[config.mk]
export PLATFORM = sky130hd
export DESIGN_NAME = soc_bus_fabric_flat
export DESIGN_NICKNAME = d
export VERILOG_FILES = /design/src/rtl/soc_bus_fabric_if.sv /design/src/rtl/soc_bus_fabric.sv /design/src/flat_wrapper.sv
export SDC_FILE = /design/constraint.sdc
export NUM_CORES = 1
export LEC_CHECK = 0
export ABC_AREA = 1
export BUFFER_PORTS_ARGS = -buffer_cell sky130_fd_sc_hd__buf_2
export CORE_ASPECT_RATIO = 0.75
export CORE_MARGIN = 1.5
export CORE_UTILIZATION = 33
export DETAILED_ROUTE_END_ITERATION = 6
export MAX_ROUTING_LAYER = met4
export PLACE_DENSITY = 0.65
export SETUP_SLACK_MARGIN = 0.2
export SYNTH_ARGS = -nofsm -noshare
export SYNTH_HDL_FRONTEND = slang
export SYNTH_SLANG_ARGS = --single-unit
[constraint.sdc]
create_clock -name clk -period 1.72 [get_ports clk]
set_clock_uncertainty 0.2 [all_clocks]
set_input_delay 0.344 -clock clk [delete_from_list [all_inputs] [get_ports clk]]
set_output_delay 0.344 -clock clk [all_outputs]
set_load 0.1 [all_outputs]
[src/rtl/soc_bus_fabric_if.sv]
// Bus bundle between one master, the fabric and N_SLV peripheral slots.
// The master modport is the fabric's own view; the slave modport is the mirror used by the surroundings.
interface soc_bus_fabric_if #(
  parameter int N_SLV       = 4,
  parameter int ADDR_W      = 32,
  parameter int DATA_W      = 32,
  parameter int REGION_BITS = 12
);
  logic                    m_valid;
  logic                    m_write;
  logic [ADDR_W-1:0]       m_addr;
  logic [DATA_W-1:0]       m_wdata;
  logic                    m_ready;
  logic [DATA_W-1:0]       m_rdata;
  logic                    m_err;
  logic [N_SLV-1:0]        s_valid;
  logic                    s_write;
  logic [REGION_BITS-1:0]  s_addr;
  logic [DATA_W-1:0]       s_wdata;
  logic [N_SLV*DATA_W-1:0] s_rdata;
  logic [N_SLV-1:0]        s_ready;
  logic [7:0]              err_cnt;

  modport master (
    input  m_valid, m_write, m_addr, m_wdata, s_rdata, s_ready,
    output m_ready, m_rdata, m_err, s_valid, s_write, s_addr, s_wdata, err_cnt
  );

  modport slave (
    output m_valid, m_write, m_addr, m_wdata, s_rdata, s_ready,
    input  m_ready, m_rdata, m_err, s_valid, s_write, s_addr, s_wdata, err_cnt
  );
endinterface

[src/rtl/soc_bus_fabric.sv]
// Single-master, N_SLV-slot peripheral fabric: address decode, valid/ready forwarding,
// slave timeout and error response with a saturating error counter.
module soc_bus_fabric #(
  parameter int                N_SLV       = 4,
  parameter int                ADDR_W      = 32,
  parameter int                DATA_W      = 32,
  parameter int                REGION_BITS = 12,
  parameter logic [ADDR_W-1:0] BASE_ADDR   = 32'h4000_0000,
  parameter int                TIMEOUT     = 16
) (
  input  logic clk,
  input  logic rst_n,
  soc_bus_fabric_if.master bus
);
  localparam int IDX_W = (N_SLV > 1) ? $clog2(N_SLV) : 1;
  localparam int TMR_W = (TIMEOUT > 2) ? $clog2(TIMEOUT) : 1;

  localparam logic [1:0] IDLE   = 2'd0;
  localparam logic [1:0] ACCESS = 2'd1;
  localparam logic [1:0] RESP   = 2'd2;

  // One bit wider than the address so the full slot span is representable.
  localparam logic [ADDR_W:0]    SPAN     = (ADDR_W+1)'(N_SLV) << REGION_BITS;
  localparam logic [TMR_W-1:0]   TMR_LAST = TMR_W'(TIMEOUT - 1);
  localparam logic [N_SLV-1:0]   ONE      = N_SLV'(1);

  function automatic logic [7:0] sat_inc(input logic [7:0] v);
    return (v == 8'd255) ? 8'd255 : v + 8'd1;
  endfunction

  logic [1:0]             state_r;
  logic [IDX_W-1:0]       idx_r;
  logic [TMR_W-1:0]       timer_r;
  logic                   m_ready_r;
  logic [DATA_W-1:0]      m_rdata_r;
  logic                   m_err_r;
  logic [N_SLV-1:0]       s_valid_r;
  logic                   s_write_r;
  logic [REGION_BITS-1:0] s_addr_r;
  logic [DATA_W-1:0]      s_wdata_r;
  logic [7:0]             err_cnt_r;

  logic [ADDR_W-1:0]      offset_s;
  logic                   hit_s;
  logic [IDX_W-1:0]       idx_s;
  logic                   sel_ready_s;
  logic [DATA_W-1:0]      sel_rdata_s;

  // Address decode of the incoming request and selection of the active slave's response.
  always_comb begin
    offset_s    = bus.m_addr - BASE_ADDR;
    hit_s       = ({1'b0, offset_s} < SPAN);
    idx_s       = IDX_W'(offset_s >> REGION_BITS);
    sel_ready_s = 1'b0;
    sel_rdata_s = '0;
    if (32'(idx_r) < N_SLV) begin
      sel_ready_s = bus.s_ready[idx_r];
      sel_rdata_s = bus.s_rdata[idx_r*DATA_W +: DATA_W];
    end else begin
      sel_ready_s = 1'b0;
      sel_rdata_s = '0;
    end
  end

  // Transaction FSM; every output is a register updated here.
  always_ff @(posedge clk or negedge rst_n) begin
    if (!rst_n) begin
      state_r   <= IDLE;
      idx_r     <= '0;
      timer_r   <= '0;
      m_ready_r <= 1'b0;
      m_rdata_r <= '0;
      m_err_r   <= 1'b0;
      s_valid_r <= '0;
      s_write_r <= 1'b0;
      s_addr_r  <= '0;
      s_wdata_r <= '0;
      err_cnt_r <= 8'd0;
    end else begin
      case (state_r)
        IDLE: begin
          m_ready_r <= 1'b0;
          if (bus.m_valid) begin
            s_write_r <= bus.m_write;
            s_addr_r  <= bus.m_addr[REGION_BITS-1:0];
            s_wdata_r <= bus.m_wdata;
            idx_r     <= idx_s;
            timer_r   <= '0;
            if (hit_s) begin
              s_valid_r <= ONE << idx_s;
              state_r   <= ACCESS;
            end else begin
              m_ready_r <= 1'b1;
              m_rdata_r <= '0;
              m_err_r   <= 1'b1;
              err_cnt_r <= sat_inc(err_cnt_r);
              state_r   <= RESP;
            end
          end
        end
        ACCESS: begin
          // A ready on the timeout edge still counts as a normal completion.
          if (sel_ready_s) begin
            s_valid_r <= '0;
            m_ready_r <= 1'b1;
            m_rdata_r <= s_write_r ? '0 : sel_rdata_s;
            m_err_r   <= 1'b0;
            state_r   <= RESP;
          end else if (timer_r == TMR_LAST) begin
            s_valid_r <= '0;
            m_ready_r <= 1'b1;
            m_rdata_r <= '0;
            m_err_r   <= 1'b1;
            err_cnt_r <= sat_inc(err_cnt_r);
            state_r   <= RESP;
          end else begin
            timer_r <= timer_r + TMR_W'(1);
          end
        end
        RESP: begin
          m_ready_r <= 1'b0;
          state_r   <= IDLE;
        end
        default: begin
          m_ready_r <= 1'b0;
          s_valid_r <= '0;
          state_r   <= IDLE;
        end
      endcase
    end
  end

  assign bus.m_ready = m_ready_r;
  assign bus.m_rdata = m_rdata_r;
  assign bus.m_err   = m_err_r;
  assign bus.s_valid = s_valid_r;
  assign bus.s_write = s_write_r;
  assign bus.s_addr  = s_addr_r;
  assign bus.s_wdata = s_wdata_r;
  assign bus.err_cnt = err_cnt_r;
endmodule
[src/flat_wrapper.sv]
// flat-port wrapper written by rule: the top's interface ports become plain ports
module soc_bus_fabric_flat 
#(
  parameter int                N_SLV       = 4,
  parameter int                ADDR_W      = 32,
  parameter int                DATA_W      = 32,
  parameter int                REGION_BITS = 12,
  parameter logic [ADDR_W-1:0] BASE_ADDR   = 32'h4000_0000,
  parameter int                TIMEOUT     = 16
)
  (clk, rst_n, bus_m_valid, bus_m_write, bus_m_addr, bus_m_wdata, bus_s_rdata, bus_s_ready, bus_m_ready, bus_m_rdata, bus_m_err, bus_s_valid, bus_s_write, bus_s_addr, bus_s_wdata, bus_err_cnt);
  soc_bus_fabric_if #(.N_SLV(N_SLV), .ADDR_W(ADDR_W), .DATA_W(DATA_W), .REGION_BITS(REGION_BITS)) bus_i ();
  input  logic clk;
  input  logic rst_n;
  input wire logic [$bits(bus_i.m_valid)-1:0] bus_m_valid;
  input wire logic [$bits(bus_i.m_write)-1:0] bus_m_write;
  input wire logic [$bits(bus_i.m_addr)-1:0] bus_m_addr;
  input wire logic [$bits(bus_i.m_wdata)-1:0] bus_m_wdata;
  input wire logic [$bits(bus_i.s_rdata)-1:0] bus_s_rdata;
  input wire logic [$bits(bus_i.s_ready)-1:0] bus_s_ready;
  output wire logic [$bits(bus_i.m_ready)-1:0] bus_m_ready;
  output wire logic [$bits(bus_i.m_rdata)-1:0] bus_m_rdata;
  output wire logic [$bits(bus_i.m_err)-1:0] bus_m_err;
  output wire logic [$bits(bus_i.s_valid)-1:0] bus_s_valid;
  output wire logic [$bits(bus_i.s_write)-1:0] bus_s_write;
  output wire logic [$bits(bus_i.s_addr)-1:0] bus_s_addr;
  output wire logic [$bits(bus_i.s_wdata)-1:0] bus_s_wdata;
  output wire logic [$bits(bus_i.err_cnt)-1:0] bus_err_cnt;
  assign bus_i.m_valid = bus_m_valid;
  assign bus_i.m_write = bus_m_write;
  assign bus_i.m_addr = bus_m_addr;
  assign bus_i.m_wdata = bus_m_wdata;
  assign bus_i.s_rdata = bus_s_rdata;
  assign bus_i.s_ready = bus_s_ready;
  assign bus_m_ready = bus_i.m_ready;
  assign bus_m_rdata = bus_i.m_rdata;
  assign bus_m_err = bus_i.m_err;
  assign bus_s_valid = bus_i.s_valid;
  assign bus_s_write = bus_i.s_write;
  assign bus_s_addr = bus_i.s_addr;
  assign bus_s_wdata = bus_i.s_wdata;
  assign bus_err_cnt = bus_i.err_cnt;
  soc_bus_fabric #(.N_SLV(N_SLV), .ADDR_W(ADDR_W), .DATA_W(DATA_W), .REGION_BITS(REGION_BITS), .BASE_ADDR(BASE_ADDR), .TIMEOUT(TIMEOUT)) u_core (.clk(clk), .rst_n(rst_n), .bus(bus_i));
endmodule
==> impl_metrics.toml, run 1 <==
[sta]
min_period_over_period = 0.958
rsz0062_at_grt = "true"
fin_crit_ns = 1.65
hold_viol = 0
max_slew_margin = 0.753
worst_slack_ns = 0.0728
worstMarginPinSlew_ns = 0.370
setup_viol = 0
max_freq_mhz = 607
finalMaxSlewViolations = 0

[power_and_ir_drop]
p_int_uw = 5080
p_sw_uw = 3700
switching_share = 0.421
power_frac_seq = 0.322
p_comb_frac = 0.453
p_leak_uw = 0.00500
peakVddDrop_v = 0.000704
clkPwrFrac = 0.225
p_per_area_nw_per_um2 = 901

[yosys]
synth_cells = 695
yosysTopAreaCell = "dfrtp_1"
synthFlopType = "dfrtp_1"
synthArstFlopShare = 1.00
synth.distinct_cells = 29
yosysMostFrequentCell = "nand2_1"
synth_edf_count = 0
ys_warn_count = 0
synth-seq-cells = 99
synth_top_area_share = 0.484
synth_top_cells_by_count = "299 x nand2_1, 99 x dfrtp_1, 88 x nor2_1"
syn-num-nets = 897
avgSynthCellArea_sq_um = 7.37
synth_area_sq_um = 5120
ys_top_cells_by_area = "dfrtp_1 48%, nand2_1 22%, o21ai_0 6.5%"
yosysSeqAreaShare = 0.484

[die]
ioPinCount = 291
row_count = 39
die_h_microns = 111
die_w_microns = 147
coreArea_sq_um = 15200
dieArea_sq_um = 16300
initial_core_util = 0.337

[cells_and_area]
final_layout_size_suffix_gt1_frac = 0.421
fill_cells = 1215
antenna_cells = 0
syn2layout_area_growth_pct = 90.4
stdcell_count = 1291
final_nets = 1283

[clock_tree]
path_clk_slew_ns = 0.07
htree_levels = 3
clk_latency_ns = 0.35
cts_tree = "done"
cts_made_buffers = 9
clock-sinks = 99
cts-root-buf = "clkbuf_16"
clockBufferDepth = 2

[critical_path]
cp_max_fo = 8
worst-setup-path-type = "reg -> reg"
crit_path_start_kind = "flip-flop"
cp.arrival_ns = 1.74
cp.required_ns = 1.81
worstSetupEndpointType = "flip-flop"

[routing]
drc = 0
wl_per_cell_microns = 15.4
drtPass1Iterations = 5
drt-total-wl_microns = 19800
drt.antenna.violating_nets = 0
drt_iter0_drc = 348
routed_via_density = 4.83
via_count = 6233

[global_route]
grt_max_degree = 66
gr-total-overflow = 0
grt_antenna_before_repair = 0
grt_pass1_vias = 6125
grt_usage = 0.236
grt_pass1_wl_microns = 29900

[placed_design]
placedCellCount = 1176
place.detailed.hpwl_microns = 11900
place_congestion = 0.821
port_buffers = 290
place_ws_ns = -0.0846

[status]
status = "complete, no violations"

[job]
max_cap_viol_count = 0

[worst_hold_path]
hp-class = "in -> reg"
-- per-stage QoR --
step           TNS [ns]  cell area (sq um)  hold slack, ns  utilization  total power (uW)
2_1_floorplan         0               5230          -0.152            -              4970
3_3_place_gp      -1.35               7090         -0.0183        0.467              5860
3_5_place_dp      -1.40               7090         -0.0208        0.467              5880
4_1_cts               0               8900          0.0905        0.587              8440
5_1_grt         -0.0126               9750           0.106        0.643              9180
6_report              0               9750           0.110        0.643              8780
-- worst max-delay path: stages, from the launching register on --
cell       delay, ns
dfrtp_2         0.43
buf_12          0.13
nand2_4         0.05
nand3_4         0.07
nand2_8         0.09
nor3_4          0.16
buf_6           0.16
clkbuf_16       0.16
nand2_1         0.06
nand2_1         0.06
-- logic make-up after synthesis --
family                     Yosys count  share of synthesized area
AOI/OAI and AO/OA                  103                      0.111
adders and majority gates            2                    0.00489
buffers and inverters               54                     0.0481
DFF                                 99                      0.484
and+or+nand+nor                    433                      0.345
xor gates and xnor gates             4                    0.00684
-- layer usage --
metal	part of all wire	GRT usage	vias to the layer above
met5	0	-	-
met4	0.028	0.0923	0
met3	0.058	0.0519	48
met2	0.50	0.391	272
met1	0.42	0.279	2898
li1	-	-	3015
-- worst paths after layout --
check	from	endpoint	slack (ns)	cells past startpoint
max in group asynchronous	rst_n	u_core.bus.err_cnt[1]	0.55	3
min	bus_m_addr[12]	u_core.bus.s_valid[0]	0.11	4
min reg2reg	u_core.bus.m_rdata[4]	u_core.bus.m_rdata[4]	0.30	2
max	u_core.idx_r[0]	u_core.bus.m_rdata[29]	0.07	9
min in group asynchronous	rst_n	u_core.bus.m_rdata[27]	0.16	2
max reg2reg	u_core.idx_r[0]	u_core.bus.m_rdata[29]	0.07	9
-- timing repair --
item                       in CTS  in global routing
hold buffers                   46                  0
buffers inserted               20                 26
hold endpoints to repair      144                  0
gates cloned                    2                  5
pin swaps                      24                 22
resized for setup             253                146
setup endpoints to repair     187                182
-- power groups by stage --
stage	registers [uW]	clock network, uW	logic, uW
3_3_place_gp	2810	0	3050
6_report	2830	1970	3980
2_1_floorplan	4180	0	796
3_5_place_dp	2810	0	3070
4_1_cts	2790	2020	3630
5_1_grt	2850	2130	4200
-- sequential cells by signal (all words and copies together), names as in the netlist --
name / cells
u_core.bus.m_err: 1
u_core.state_r: 2
u_core.bus.s_write: 1
u_core.bus.s_valid: 4
u_core.bus.s_wdata: 32
u_core.timer_r: 4
u_core.bus.s_addr: 12
u_core.idx_r: 2
u_core.bus.m_ready: 1
u_core.bus.err_cnt: 8
u_core.bus.m_rdata: 32
-- cell type report --
class | count | area (sq um) | area share
timing repair buffer | 410 | 3970 | 0.407
multi-input combinational | 543 | 2660 | 0.273
sequential | 99 | 2500 | 0.257
tap | 205 | 256 | 0.0263
clock buffer | 9 | 225 | 0.0231
inverter | 18 | 80.1 | 0.00821
clock inverter | 7 | 62.6 | 0.00642
-- cell usage in the layout (no fill, tap or decap), types with 3 or more instances in the layout --
cell | synthesis | layout
buf_6 | 3 | 14
nand3_1 | 16 | 9
clkinvlp_4 | 0 | 3
nand3_4 | 1 | 6
o21ai_1 | 0 | 11
nor3_1 | 4 | 4
dfrtp_1 | 99 | 86
buf_4 | 2 | 53
nand2_2 | 4 | 20
clkbuf_16 | 0 | 13
o21ai_0 | 67 | 54
inv_1 | 14 | 10
inv_2 | 4 | 5
o22ai_1 | 32 | 32
buf_12 | 0 | 86
nand3_2 | 3 | 6
xnor2_1 | 3 | 3
buf_8 | 0 | 7
clkinv_4 | 0 | 3
dlygate4sd3_1 | 0 | 46
nand4_1 | 11 | 11
dfrtp_2 | 0 | 10
nor2_1 | 88 | 85
buf_2 | 11 | 199
nand2_4 | 2 | 11
dfrtp_4 | 0 | 3
nand2_1 | 299 | 273
No activity file was read; power rests on OpenSTA's default activity.
==> run 2: changes to the inputs <==
--- a/config.mk
+++ b/config.mk
@@ -11,6 +11,7 @@
 export CORE_MARGIN = 1.5
 export CORE_UTILIZATION = 33
 export DETAILED_ROUTE_END_ITERATION = 6
+export GPL_TIMING_DRIVEN = 0
 export MAX_ROUTING_LAYER = met4
 export PLACE_DENSITY = 0.65
 export SETUP_SLACK_MARGIN = 0.2
==> impl_metrics.toml, run 2 (same netlist as run 1, synthesis figures left out) <==
[sta]
timing.hold.ws_ns = 0.0478
max_slew_margin = 0.695
setup_viol = 2
max_freq_mhz = 581
hold_viol = 0
rsz0062_at_grt = "true"
worstMarginPinSlew_ns = 0.458
fin_crit_ns = 1.72
min_period_over_period = 1.00
worst_slack_ns = -0.00257
finalMaxSlewViolations = 0

[global_route]
gr-total-overflow = 0
met3_usage = 0.0531
grt_max_degree = 58
use_met2 = 0.408
grt_antenna_before_repair = 1
grt_usage = 0.249
use_met1 = 0.311
busiest_layer = "met2"
grt_pass1_wl_microns = 31300
grt_pass1_vias = 6312

[routing]
drtPass1Iterations = 5
routed_via_density = 4.89
via_count = 6407
drt.antenna.violating_nets = 0
wl_per_cell_microns = 16.3
drt_iter0_drc = 376
drc = 0
drt-total-wl_microns = 21300

[critical_path]
worst-setup-path-type = "reg -> reg"
cp.arrival_ns = 1.82
cp.required_ns = 1.82
cp_max_fo = 8
crit_path_start_kind = "flip-flop"
worstSetupEndpointType = "flip-flop"

[power_and_ir_drop]
p_per_area_nw_per_um2 = 907
p_comb_frac = 0.457
peakVddDrop_v = 0.000625
switching_share = 0.425
p_int_uw = 5180
p_leak_uw = 0.00509
clkPwrFrac = 0.230
p_sw_uw = 3830
power_frac_seq = 0.313

[cells_and_area]
multi_input_comb_area_sq_um = 2580
fill_cells = 1208
final_cell_mix = "277 x nand2_1, 199 x buf_2, 93 x buf_12"
register_area_sq_um = 2500
syn2layout_area_growth_pct = 93.8
final_area_sq_um = 9920
layout_commonest_cell = "nand2_1"
final_layout_size_suffix_gt1_frac = 0.415
final_nets = 1300

[die]
dieArea_sq_um = 16300
ioPinCount = 291
row_count = 39
coreArea_sq_um = 15200
die_w_microns = 147
initial_core_util = 0.337
die_h_microns = 111

[clock_tree]
clockBufferDepth = 2
htree_levels = 3
clk_latency_ns = 0.35
cts_tree = "done"
path_clk_slew_ns = 0.08
cts_made_buffers = 9
clock-sinks = 99
cts-root-buf = "clkbuf_16"

[job]
max_cap_viol_count = 0

[placed_design]
place_congestion = 0.901
place.detailed.hpwl_microns = 13200
port_buffers = 290
placed_cell_area_sq_um = 6970

[worst_hold_path]
hp-class = "in -> reg"

[status]
status = "finished with violations"
violations = "setup timing"
run 2: cell types whose count changed in the layout (fill, tap and decap cells not counted), moves of 4 or more:
cell	change
buf_12	+7
buf_4	-9
buf_8	+5
clkbuf_2	+6
clkbuf_4	+4
nand2_1	+4
nand2_4	-7
o21ai_0	+13
o21ai_1	-11
run 2: power by group through the flow:
stage               registers, uW  clock network, uW  logic (uW)
floorplan                    4180                  0         796
global placement             2780                  0        2920
detailed placement           2780                  0        2950
CTS                          2780               2100        3720
global route                 2840               2230        4320
finish                       2820               2070        4110
run 2: final timing paths:
kind | start | end | slack, ns | cells past startpoint
worst min register to register | u_core.bus.m_rdata[5] | u_core.bus.m_rdata[5] | 0.30 | 2
worst max register to register | u_core.idx_r[0] | u_core.bus.m_rdata[10] | -0.003 | 10
worst min-delay path | bus_m_wdata[16] | u_core.bus.s_wdata[16] | 0.05 | 3
min in group asynchronous | rst_n | u_core.bus.m_rdata[25] | 0.27 | 2
worst max-delay path | u_core.idx_r[0] | u_core.bus.m_rdata[10] | -0.003 | 10
max in group asynchronous | rst_n | u_core.bus.err_cnt[0] | 0.40 | 3
run 2: repair_timing:
item	CTS	global route
cloned	3	5
hold endpoints to repair	86	0
setup endpoints to repair	190	233
pin swaps	16	11
hold buffers	45	0
buffers inserted	25	23
gates resized for setup	323	142
run 2: routing by layer:
| layer | vias to the layer above | part of all wire |
|---|---|---|
| met2 | 247 | 0.50 |
| met1 | 3057 | 0.41 |
| met5 | - | 0 |
| met4 | 0 | 0.025 |
| met3 | 42 | 0.063 |
| li1 | 3061 | - |
run 2: layout make-up:
type / instances / share of cell area
buffer: 36 / 0.0347
multi-input combinational: 543 / 0.260
inverter: 18 / 0.00832
clock inverter: 7 / 0.00820
timing repair buffer: 390 / 0.387
sequential: 99 / 0.252
tap: 205 / 0.0259
clock buffer: 9 / 0.0227
antenna: 1 / 0.000252
timing repair inverter: 1 / 0.000883
run 2: worst max-delay path, stage by stage (launching register included):
cell and delay (ns):
dfrtp_2 0.44, buf_6 0.14, nand2_2 0.05, nand3_2 0.08, nand2_4 0.16, nand2_4 0.07, nand3_4 0.08, buf_12 0.16
clkbuf_16 0.16, nand2_1 0.05, nand2_1 0.06
run 2: stage by stage:
| step | total power [uW] | worst slack [ns] | util | cells | TNS [ns] |
|---|---|---|---|---|---|
| final | 9000 | -0.00257 | 0.654 | 1309 | -0.00314 |
| after global routing | 9390 | -0.0824 | 0.654 | 1309 | -2.35 |
| after CTS | 8610 | -0.00300 | 0.599 | 1280 | -0.00830 |
| after detailed placement | 5740 | -0.171 | 0.459 | 1191 | -6.00 |
| after global placement | 5700 | -1.36 | 0.457 | 1190 | -107.92 |
| after floorplan | 4970 | 0.0490 | - | 695 | 0 |
